**src/rtl/uart_rx_fsm_pkg.sv**
```systemverilog
// -----------------------------------------------------------------------------
// uart_rx_fsm_pkg
// Shared definitions for the UART receive path: default frame geometry and
// the 3-bit receive state encoding used by uart_rx_fsm.
//
// Build-time macros:
//   UART_RX_PARITY_EN - enables the even-parity bit (used in uart_rx_fsm).
// -----------------------------------------------------------------------------
package uart_rx_fsm_pkg;

   localparam int DEFAULT_DATA_WIDTH = 8;

   localparam int DEFAULT_OVERSAMPLE = 16;

   typedef enum logic [2:0] {
      ST_IDLE       = 3'd0,
      ST_START_BIT  = 3'd1,
      ST_DATA_BIT   = 3'd2,
      ST_PARITY_BIT = 3'd3,
      ST_STOP_BIT   = 3'd4,
      ST_BREAK_WAIT = 3'd5
   } rx_state_e;

endpackage

```
**src/rtl/uart_rx_sync.sv**
```systemverilog
// -----------------------------------------------------------------------------
// uart_rx_sync
// Two-flop synchronizer for a single asynchronous input. Both flops reset to
// 1 so an idle-high line (UART RX, CTS) reads as idle straight out of reset.
//
// Ports:
//   clk      - destination clock
//   rst_n    - asynchronous active-low reset
//   async_in - asynchronous input
//   sync_out - input synchronized to clk (two cycles of latency)
// -----------------------------------------------------------------------------
module uart_rx_sync (
   input  logic clk,
   input  logic rst_n,
   input  logic async_in,
   output logic sync_out
);

   logic meta_q;
   logic meta_d;
   logic sync_q;
   logic sync_d;

   always_comb begin
      meta_d = async_in;
      sync_d = meta_q;
   end

   always_ff @(posedge clk or negedge rst_n) begin
      if (!rst_n) begin
         meta_q <= 1'b1;
         sync_q <= 1'b1;
      end else begin
         meta_q <= meta_d;
         sync_q <= sync_d;
      end
   end

   assign sync_out = sync_q;

endmodule

```
**src/rtl/uart_rx_fsm.sv**
```systemverilog
// -----------------------------------------------------------------------------
// uart_rx_fsm
// UART receiver running on an oversampled clock (OVERSAMPLE ticks per bit).
// Recovers start bit, DATA_WIDTH data bits LSB-first, an optional even-parity
// bit and one stop bit, then presents the word with a one-cycle valid pulse
// and qualifying error flags. Errored frames are still delivered.
//
// Build-time macro:
//   UART_RX_PARITY_EN - when defined, a parity bit follows the data bits and
//                       parity_err reports even-parity mismatches; otherwise
//                       there is no parity bit and parity_err is tied to 0.
//
// Ports:
//   rx_clk     - receive clock, OVERSAMPLE x baud
//   resetn     - asynchronous active-low reset
//   rx_in      - serial line, asynchronous, idle high
//   rx_data    - last received word, held until the next frame completes
//   rx_valid   - one-cycle pulse when a frame completes
//   parity_err - parity mismatch, qualified by rx_valid
//   frame_err  - stop bit sampled low, qualified by rx_valid
//   rx_busy    - high whenever the receiver is not idle
// -----------------------------------------------------------------------------
module uart_rx_fsm
   import uart_rx_fsm_pkg::*;
#(
   parameter int DATA_WIDTH = DEFAULT_DATA_WIDTH,
   parameter int OVERSAMPLE = DEFAULT_OVERSAMPLE
) (
   input  logic                  rx_clk,
   input  logic                  resetn,
   input  logic                  rx_in,
   output logic [DATA_WIDTH-1:0] rx_data,
   output logic                  rx_valid,
   output logic                  parity_err,
   output logic                  frame_err,
   output logic                  rx_busy
);

   localparam int TICK_W = $clog2(OVERSAMPLE);
   localparam int BIT_W  = $clog2(DATA_WIDTH + 1);

   localparam logic [TICK_W-1:0] TICK_MID = TICK_W'(OVERSAMPLE / 2 - 1);
   localparam logic [TICK_W-1:0] TICK_END = TICK_W'(OVERSAMPLE - 1);
   localparam logic [BIT_W-1:0]  LAST_BIT = BIT_W'(DATA_WIDTH - 1);

   logic rx_s;

   rx_state_e             state_q,      state_d;
   logic [TICK_W-1:0]     tick_q,       tick_d;
   logic [BIT_W-1:0]      bit_cnt_q,    bit_cnt_d;
   logic [DATA_WIDTH-1:0] shift_q,      shift_d;
   logic [DATA_WIDTH-1:0] data_q,       data_d;
   logic                  valid_q,      valid_d;
   logic                  frame_err_q,  frame_err_d;
`ifdef UART_RX_PARITY_EN
   // par_calc holds the parity verdict between the parity and stop bits;
   // parity_err itself is only published alongside rx_valid.
   logic                  par_calc_q,   par_calc_d;
   logic                  parity_err_q, parity_err_d;
`endif

   uart_rx_sync u_sync (
      .clk      (rx_clk),
      .rst_n    (resetn),
      .async_in (rx_in),
      .sync_out (rx_s)
   );

   // Next-state and datapath logic. The tick counter free-runs within a bit
   // and is cleared at every sampling point; the start bit is sampled at
   // mid-bit so that every later sample, taken a full bit later, lands on a
   // bit centre.
   always_comb begin
      state_d      = state_q;
      tick_d       = tick_q + 1'b1;
      bit_cnt_d    = bit_cnt_q;
      shift_d      = shift_q;
      data_d       = data_q;
      valid_d      = 1'b0;
      frame_err_d  = 1'b0;
`ifdef UART_RX_PARITY_EN
      par_calc_d   = par_calc_q;
      parity_err_d = 1'b0;
`endif

      case (state_q)
         ST_IDLE: begin
            tick_d = '0;
            if (!rx_s) begin
               state_d = ST_START_BIT;
            end
         end

         ST_START_BIT: begin
            if (tick_q == TICK_MID) begin
               tick_d = '0;
               if (rx_s) begin
                  state_d = ST_IDLE;
               end else begin
                  state_d   = ST_DATA_BIT;
                  bit_cnt_d = '0;
               end
            end
         end

         ST_DATA_BIT: begin
            if (tick_q == TICK_END) begin
               tick_d    = '0;
               shift_d   = {rx_s, shift_q[DATA_WIDTH-1:1]};
               bit_cnt_d = bit_cnt_q + 1'b1;
               if (bit_cnt_q == LAST_BIT) begin
`ifdef UART_RX_PARITY_EN
                  state_d = ST_PARITY_BIT;
`else
                  state_d = ST_STOP_BIT;
`endif
               end
            end
         end

`ifdef UART_RX_PARITY_EN
         ST_PARITY_BIT: begin
            if (tick_q == TICK_END) begin
               tick_d     = '0;
               par_calc_d = (^shift_q) ^ rx_s;
               state_d    = ST_STOP_BIT;
            end
         end
`endif

         ST_STOP_BIT: begin
            if (tick_q == TICK_END) begin
               tick_d      = '0;
               data_d      = shift_q;
               valid_d     = 1'b1;
               frame_err_d = ~rx_s;
`ifdef UART_RX_PARITY_EN
               parity_err_d = par_calc_q;
`endif
               // A low stop bit may be the start of a break; wait for the
               // line to return high so it is not mistaken for a new frame.
               state_d = rx_s ? ST_IDLE : ST_BREAK_WAIT;
            end
         end

         ST_BREAK_WAIT: begin
            tick_d = '0;
            if (rx_s) begin
               state_d = ST_IDLE;
            end
         end

         default: begin
            tick_d  = '0;
            state_d = ST_IDLE;
         end
      endcase
   end

   always_ff @(posedge rx_clk or negedge resetn) begin
      if (!resetn) begin
         state_q      <= ST_IDLE;
         tick_q       <= '0;
         bit_cnt_q    <= '0;
         shift_q      <= '0;
         data_q       <= '0;
         valid_q      <= 1'b0;
         frame_err_q  <= 1'b0;
`ifdef UART_RX_PARITY_EN
         par_calc_q   <= 1'b0;
         parity_err_q <= 1'b0;
`endif
      end else begin
         state_q      <= state_d;
         tick_q       <= tick_d;
         bit_cnt_q    <= bit_cnt_d;
         shift_q      <= shift_d;
         data_q       <= data_d;
         valid_q      <= valid_d;
         frame_err_q  <= frame_err_d;
`ifdef UART_RX_PARITY_EN
         par_calc_q   <= par_calc_d;
         parity_err_q <= parity_err_d;
`endif
      end
   end

   assign rx_data   = data_q;
   assign rx_valid  = valid_q;
   assign frame_err = frame_err_q;
   assign rx_busy   = (state_q != ST_IDLE);
`ifdef UART_RX_PARITY_EN
   assign parity_err = parity_err_q;
`else
   assign parity_err = 1'b0;
`endif

endmodule

```
**config.mk**
```make
export PLATFORM = sky130hd
export DESIGN_NAME = uart_rx_fsm
export DESIGN_NICKNAME = d
export VERILOG_FILES = /design/src/rtl/uart_rx_fsm_pkg.sv /design/src/rtl/uart_rx_sync.sv /design/src/rtl/uart_rx_fsm.sv
export SDC_FILE = /design/constraint.sdc
export NUM_CORES = 1
export LEC_CHECK = 0
export CORE_AREA = 2 2 72 74
export DETAILED_ROUTE_END_ITERATION = 10
export DIE_AREA = 0 0 74 76
export HOLD_SLACK_MARGIN = 0.03
export PLACE_DENSITY_LB_ADDON = 0.08
export SYNTH_ARGS = -nofsm -noshare
export SYNTH_HDL_FRONTEND = slang
export SYNTH_SLANG_ARGS = --single-unit
```
**constraint.sdc**
```tcl
create_clock -name rx_clk -period 2.17 [get_ports rx_clk]
set_input_delay 0.217 -clock rx_clk [delete_from_list [all_inputs] [get_ports rx_clk]]
set_output_delay 0.217 -clock rx_clk [all_outputs]
set_load 0.02 [all_outputs]
```
* After elaboration in Yosys (flattened, before gate mapping)
Cells that the tools add are included.
** Word-level totals
- Bits in registers :: 31
- Output and inout port bits :: 12
- Logic and storage cells :: 54
** Cells by class
- Add/sub/neg operators :: 2
- Equality and inequality tests :: 14
- Mux-type cells :: 20
- Bitwise gates (word level) :: 1
- Reduce and logical (&&, ||, !) cells :: 8
** Operator list (count)
- 2-to-1 mux 3 bit :: 7
- 2-to-1 mux 4 bit :: 5
- case mux 4 bit (2 select lines) :: 2
- case mux 3 bit (5 select lines) :: 1
- != test 2 bit (second input constant) :: 6
- adder 4 x 1 -> 4 bit (second input constant) :: 2
- equality test 4 x 3 -> 1 bit (second input constant) :: 2
- equality test 3 bit (second input constant) :: 2
- AND reduction 6 bit :: 1
- equality test 4 bit (second input constant) :: 1
- 2-to-1 mux 1 bit :: 4
- AND reduction 2 bit :: 2
- AND reduction 4 bit :: 1
- equality test 3 x 1 -> 1 bit (second input constant) :: 1
- equality test 3 x 2 -> 1 bit (second input constant) :: 1
- zero test 3 bit :: 1
- nonzero test 3 bit :: 1
- 2-to-1 mux 2 bit :: 1
- != test 2 x 1 -> 1 bit (second input constant) :: 1
- nonzero test 2 bit :: 1
- OR reduction 2 bit :: 1
- NOT 1 bit :: 1

* Depth between registers and ports, before layout
Gate-level depths: netlist (run 1).
- Depth in word-level cells :: 4
- Mapped depth :: 5

* Modules after synthesis
From an unflattened synthesis (run 1), not the netlist that was laid out.
** Second synthesis, totals
- Cells, all modules :: 105
- Area total of the unflattened synthesis :: 1352.5 um2
** Modules (own cells, without submodules)
- uart_rx_fsm :: instances 1, cells each 103, area an instance 1300.0 um2
- uart_rx_sync :: instances 1, cells each 2, area an instance 52.6 um2

* Worst setup path before layout (run 1)
OpenSTA, ideal clock, no wires.
- Path type :: reg-to-reg
- Start :: register tick_q[0]
- End :: register data_q[0], in the netlist rx_data[0]
- Setup time :: 0.125 ns
- Data arrival time :: 1.525 ns
- Data required time :: 2.045 ns
- Setup slack :: 0.520 ns
- Cell stages (with the launch flop) :: 6
- Clock period less this slack :: 1.650 ns
- Cell sequence :: dfrtp_1 -> ha_1 -> nand3_2 -> or3_1 -> buf_6 -> mux2_4
** On the way
- Word-level cells in the longest chain between the ends :: 2
** RTL lines
- from (decl) :: RTL line uart_rx_fsm.sv:49 : logic [TICK_W-1:0] tick_q, tick_d;
- from (signal assigned) :: RTL line uart_rx_fsm.sv:175 : tick_q <= tick_d;
- equality test 4 bit :: RTL line uart_rx_fsm.sv:132 : if (tick_q == TICK_END) begin
- AND reduction 2 bit (no line)
- to (signal assigned) :: RTL line uart_rx_fsm.sv:178 : data_q <= data_d;
- to (decl) :: RTL line uart_rx_fsm.sv:52 : logic [DATA_WIDTH-1:0] data_q, data_d;
No other way between the ends.
A chain may end at the register's enable or synchronous reset.

* Worst setup path after layout (run 1)
- Start :: register tick_q[0]
- End :: register data_q[1], in the netlist rx_data[1]
The elaborated chain is that of the path after synthesis.

==> results.md, run 1 <==
- Detailed-route via count: slightly above 800
- Area growth syn-to-layout: 23.1%
- Ys Warns: 0
- CP Max Fanout: 10
- Final setup violating endpoints: 0
- Worst-path clk slew: 60 ps
- Worst skew pair latency: 270 ps
- Remaining Overflow, GRT: 0
- Crit share post-route: 89.8%
- # DRC: 0
- Vias in the first global route: slightly below 900
- WL/cell: ~13 µm
- Clk buf depth: 2
- Synth area leader: dfrtp_1
- Fin Hold WS: about 340 ps
- Overall Global Routing Usage: 10.3%
- Mean Syn Cell Area: ~13 µm²
- Worst hold path class: primary input to asynchronous set/reset pin
- Seq/Total Area, Yosys: a little under three fifths
- Post-Synthesis Cells: about 110
- Most common cell in the synthesized netlist: dfrtp_1
- Clk sinks: 31
- Post-synth cell types: 40
- Least-Margin Pin Slew: between 500 and 600 ps
- CP startpoint kind: flop
- Syn Nets: about 110
- Outcome: finished clean
- # IOs: 15
- Pwr Density: 895 mW/mm²
- Synth top area cells: dfrtp_1 52%, mux2_4 8.6%, mux2_2 5.6%
- Largest net degree at the start of global routing: 32
- Setup TNS Final: 0 ps
- Final hold viol count: 0
- Clock Skews: a little over 5 ps
- Die ar.: 0.00562 mm²
- Core Box Area: 0.00491 mm²
- Max cap viols: 0
- Hold Buf Count CTS: 0
- Via/cell ratio: approximately 4.3
- CTS tree: yes
- Crit path DAT: 2110 ps
- Setup slack, reg-to-reg: about 220 ps
- Antenna violations before repair: 0
- CP Capture Type: flop
- Die X: 74 µm
- Port Buffers: 13
- RSZ-0062 raised after global routing: no
- Setup CP Type: flop to flop
- Top cell type's share of synthesized area: roughly half
- CTS resizes: 0
- Mapped cell area: 0.00140 mm²
- H-Tree Depth: 2
- DR iter-0 viols: 28
- Placer Congestion: 0.715
- Detail Route Antenna Nets: 0
- EDFF count, synth: 0
- Most common library cells after synthesis: 29 x dfrtp_1, 8 x mux2_4, 7 x mux2_2, 6 x inv_1
- First-pass GRT wire length: roughly 4.3 mm
- Asr flop ratio synth: 100%
- Ratio of cells with drive above 1 in the final layout: about a quarter
- Cts bufs inserted: 5
- Ys flop type: dfrtp_1
- Final-stage net count: about 130
- Clock Root Buffer: clkbuf_8
- Die Ht: 76 µm
- Max-slew violation count: 0
- FF-to-FF path depth: 4
- Dpl hpwl: 1.69 mm
- Post-Route WL: between 2 and 2.5 mm
- Fmax: roughly 0.51 GHz
- Seq cells post-synth: 31
- Leak: about 0.8 nW
- DR pass1 iterations: 4
- Rel. slew slack: roughly 62%
- Min Tclk post-route: roughly 1900 ps
- Row cnt: 26
- VDD IR-drop max: ~0.35 mV
- N_diodes: 0
- Postcts setup bufs: 0
- Total power: about 1.5 mW
- Starting Density: between 20 and 30%
- Crit path required time: between 2000 and 2500 ps
[cells by family (layout without fill, tap and decap cells)]
family | Yosys count | after routing | synth area share (%)
AOI/OAI and AO/OA | 16 | 16 | 8.04
xor gates and xnor gates | 3 | 3 | 1.88
adders and majority gates | 2 | 2 | 1.79
buffers and inverters | 12 | 29 | 4.55
DFF | 31 | 31 | 55.5
muxes | 17 | 17 | 15.7
other | 1 | 1 | 0.268
and+or+nand+nor | 26 | 26 | 12.2
[metal layers]
layer  share of wire, %  wire [µm]  vias to the layer above  track usage (%)
met4               0.61         15                        0             4.36
met1                 49       1210                      398             14.1
met2                 45       1120                       17             14.0
met5                  0          0                        -                0
li1                   -          -                      412                -
met3                5.0        123                        2             4.37
[cell usage in the layout (no fill, tap or decap), types with 3 or more instances in the layout]
cell / n
nor3b_1: 3
inv_1: 6
nor2_1: 3
or3_1: 4
mux2_2: 7
clkdlybuf4s50_1: 13
nand3_1: 3
o21ai_0: 4
mux2_4: 8
dfrtp_1: 29
clkbuf_8: 5
[registers in the layout, indices dropped and copies added, names as in the netlist]
register,flops
tick_q,4
frame_err,1
rx_valid,1
u_sync.meta_q,1
rx_data,8
shift_q,8
bit_cnt_q,4
u_sync.sync_out,1
state_q,3
[final timing paths]
check	end	from
setup / recovery	rx_data[1]	tick_q[0]
hold / removal	bit_cnt_q[0]	resetn
setup reg to reg	rx_data[1]	tick_q[0]
hold reg to reg	u_sync.sync_out	u_sync.meta_q
max in group asynchronous	u_sync.sync_out	resetn
min in group rx_clk	u_sync.meta_q	rx_in
[layout make-up]
cell class                      count  area [µm²]
Fill cell                         479        3190
Sequential cell                    31         778
Multi-Input combinational cell     65         559
Timing Repair Buffer               15         145
Tap cell                           70        87.6
Clock buffer                        6        72.6
Clock inverter                      2        60.1
Inverter                            6        22.5
[worst max-delay path, cell delays in order, from the launching register on]
cell and delay [ps]:
dfrtp_1 370, ha_1 260, nand3_2 180, or3_1 640, mux2_4 390
[where the power goes]
group	internal, mW	switching (mW)
Clock	0.459	0.207
Combinational	0.100	0.0983
Sequential	0.625	0.0550
[per-stage QoR]
| stage | utilization (%) | std cells | instance area [µm²] | setup WS, ps |
|---|---|---|---|---|
| final | 35.1 | 195 | 1730 | 222 |
| after global routing | 35.1 | 195 | 1730 | 63.1 |
| after CTS | 35.1 | 195 | 1730 | 197 |
| after detailed placement | 32.4 | 187 | 1590 | 203 |
| after global placement | 32.4 | 187 | 1590 | 250 |
| after floorplan | - | 108 | 1400 | 520 |
Power figures use the tool's default switching activity.
==> run 2: changes to the inputs <==
- PLACE_DENSITY_LB_ADDON: 0.08 -> not set
==> results.md, run 2 (synthesis results as in run 1) <==
- CP startpoint kind: flop
- Final-stage net count: 128 (-0.78%)
- Largest net degree at the start of global routing: 32 (unchanged)
- RSZ-0062 raised after global routing: no
- Worst hold path class: primary input to asynchronous set/reset pin
- Worst Setup SP: tick_q[0]
- Dpl hpwl: 1.68 mm (-0.49%)
- Vias in the first global route: 889 (+0.91%)
- Ratio of cells with drive above 1 in the final layout: 25.8% (-0.59 points)
- Starting Density: 28.5% (unchanged)
- Postcts setup bufs: 0 (unchanged)
- Antenna violations before repair: 0 (unchanged)
- Area growth syn-to-layout: 20.3%
- Detailed-route via count: 864 (+4.2%)
- Detail Route Antenna Nets: 0 (unchanged)
- Placer Congestion: 0.719 (+0.53%)
- Die Ht: 76 µm (unchanged)
- Pint: 1.01 mW (-14%)
- Port Buffers: 13 (unchanged)
- Comb power frac: 14.6% (+1.7 points)
- Clk buf depth: 2 (unchanged)
- H-Tree Depth: 2 (unchanged)
- Clock Skews: 3.22 ps (-1.95 ps)
- Clock Root Buffer: clkbuf_8
- CTS tree: yes
- Clk sinks: 31 (unchanged)
- Sequential power share: 49.7% (+5.7 points)
- Overall Global Routing Usage: 10.2% (-0.027 points)
- Via/cell ratio: 4.45 (+4.8%)
- Post-Route WL: 2.51 mm (+1.3%)
- Setup TNS Final: 0 ps (unchanged)
- Outcome: finished clean
- VDD IR-drop max: 0.251 mV (-29%)
- CP Capture Type: flop
- Die X: 74 µm (unchanged)
- Least-Margin Pin Slew: 558 ps (-10.4 ps)
- RR Endpoint: rx_data[2]
- Crit path DAT: 2120 ps (about the same)
- Final Util: 34.3% (-0.82 points)
- Remaining Overflow, GRT: 0 (unchanged)
- Row cnt: 26 (unchanged)
- Post-Place Cells: 186 (-0.53%)
- NetSw: 357 µW (-0.77%)
- Crit path to: rx_data[2]
- Commonest non-fill, non-tap cell in the layout: dfrtp_1
- Non-filler cells in the finished layout: 194 (-0.51%)
- Min Tclk post-route: 1960 ps (+12.4 ps)
- Max cap viols: 0 (unchanged)
- Setup slack, reg-to-reg: 210 ps (about the same)
- Hold Buf Count CTS: 0 (unchanged)
- Setup CP Type: flop to flop
- DR pass1 iterations: 4 (unchanged)
- Worst-path clk slew: 60 ps (about the same)
- Fmax: 0.510 GHz (-0.63%)
- FF-to-FF path depth: 4 (unchanged)
- Die ar.: 0.00562 mm² (unchanged)
- Final setup violating endpoints: 0 (unchanged)
- Crit path required time: 2330 ps (about the same)
- Cts bufs inserted: 5 (unchanged)
- CTS resizes: 0 (unchanged)
- WL/cell: 12.9 µm (+1.8%)
- Rel. slew slack: 62.8% (+0.70 points)
- DR iter-0 viols: 106 (+280%)
- # DRC: 0 (unchanged)
- Final hold viol count: 0 (unchanged)
- First-pass GRT wire length: 4.26 mm (-1.9%)
- Crit share post-route: 90.4% (+0.57 points)
- Leak: 0.784 nW (-2.4%)
- Clock power frac: 35.7% (-7.4 points)
- Reg2reg start: tick_q[0]
- Most frequent cells in the layout: 29 x dfrtp_1, 13 x clkdlybuf4s50_1, 8 x mux2_4
- Worst skew pair latency: 280 ps (about the same)
- N_diodes: 0 (unchanged)
- # IOs: 15 (unchanged)
- CP Max Fanout: 10 (unchanged)
- Sw Share: 26.0% (+2.7 points)
- Max-slew violation count: 0 (unchanged)
- Core Box Area: 0.00491 mm² (unchanged)
- Pwr Density: 814 mW/mm² (-9.0%)
-- run 2: cell count changes in the layout (fill, tap and decap cells not counted) --
cell	before	now
buf_4	2	1
bufinv_16	2	0
clkbuf_8	5	7
-- run 2: worst min path at each step --
stage,cells past startpoint,startpoint,end
after floorplan,0,resetn,bit_cnt_q[0]
after global placement,0,u_sync.meta_q,u_sync.sync_out
after detailed placement,0,u_sync.meta_q,u_sync.sync_out
after CTS,2,resetn,tick_q[2]
after global routing,1,rx_in,u_sync.meta_q
final,2,resetn,tick_q[3]
-- run 2: layer usage --
layer | wire length [µm] | global-route usage, %
met1 | 1180 | 13.1
met4 | 67 | 6.00
met2 | 1180 | 14.6
met3 | 70 | 3.57
met5 | 0 | 0
-- run 2: power groups by stage --
| stage | Clock, mW | Sequential, mW | Combinational, mW |
|---|---|---|---|
| finish | 0.490 | 0.682 | 0.200 |
| global route | 0.545 | 0.686 | 0.227 |
| CTS | 0.516 | 0.681 | 0.203 |
| detailed placement | 0 | 0.691 | 0.197 |
| global placement | 0 | 0.687 | 0.192 |
| floorplan | 0 | 0.665 | 0.173 |
-- run 2: through the flow --
stage | area [µm²] | hold WS (ps) | setup slack, ps | total power [mW]
final | 1690 | 334 | 209 | 1.37
after global routing | 1690 | 342 | 124 | 1.46
after CTS | 1690 | 336 | 203 | 1.40
after detailed placement | 1590 | 350 | 243 | 0.888
after global placement | 1590 | 346 | 298 | 0.880
after floorplan | 1400 | -78.6 | 520 | 0.838
-- run 2: cell type report --
class | instances | area, µm²
Clock buffer | 8 | 100
Fill cell | 495 | 3230
Inverter | 6 | 22.5
Multi-Input combinational cell | 65 | 559
Sequential cell | 31 | 778
Tap cell | 70 | 87.6
Timing Repair Buffer | 14 | 138
-- run 2: critical path, stage by stage (launching register included) --
cell and delay, ps:
dfrtp_1 370, ha_1 270, nand3_2 180, or3_1 640, mux2_4 380
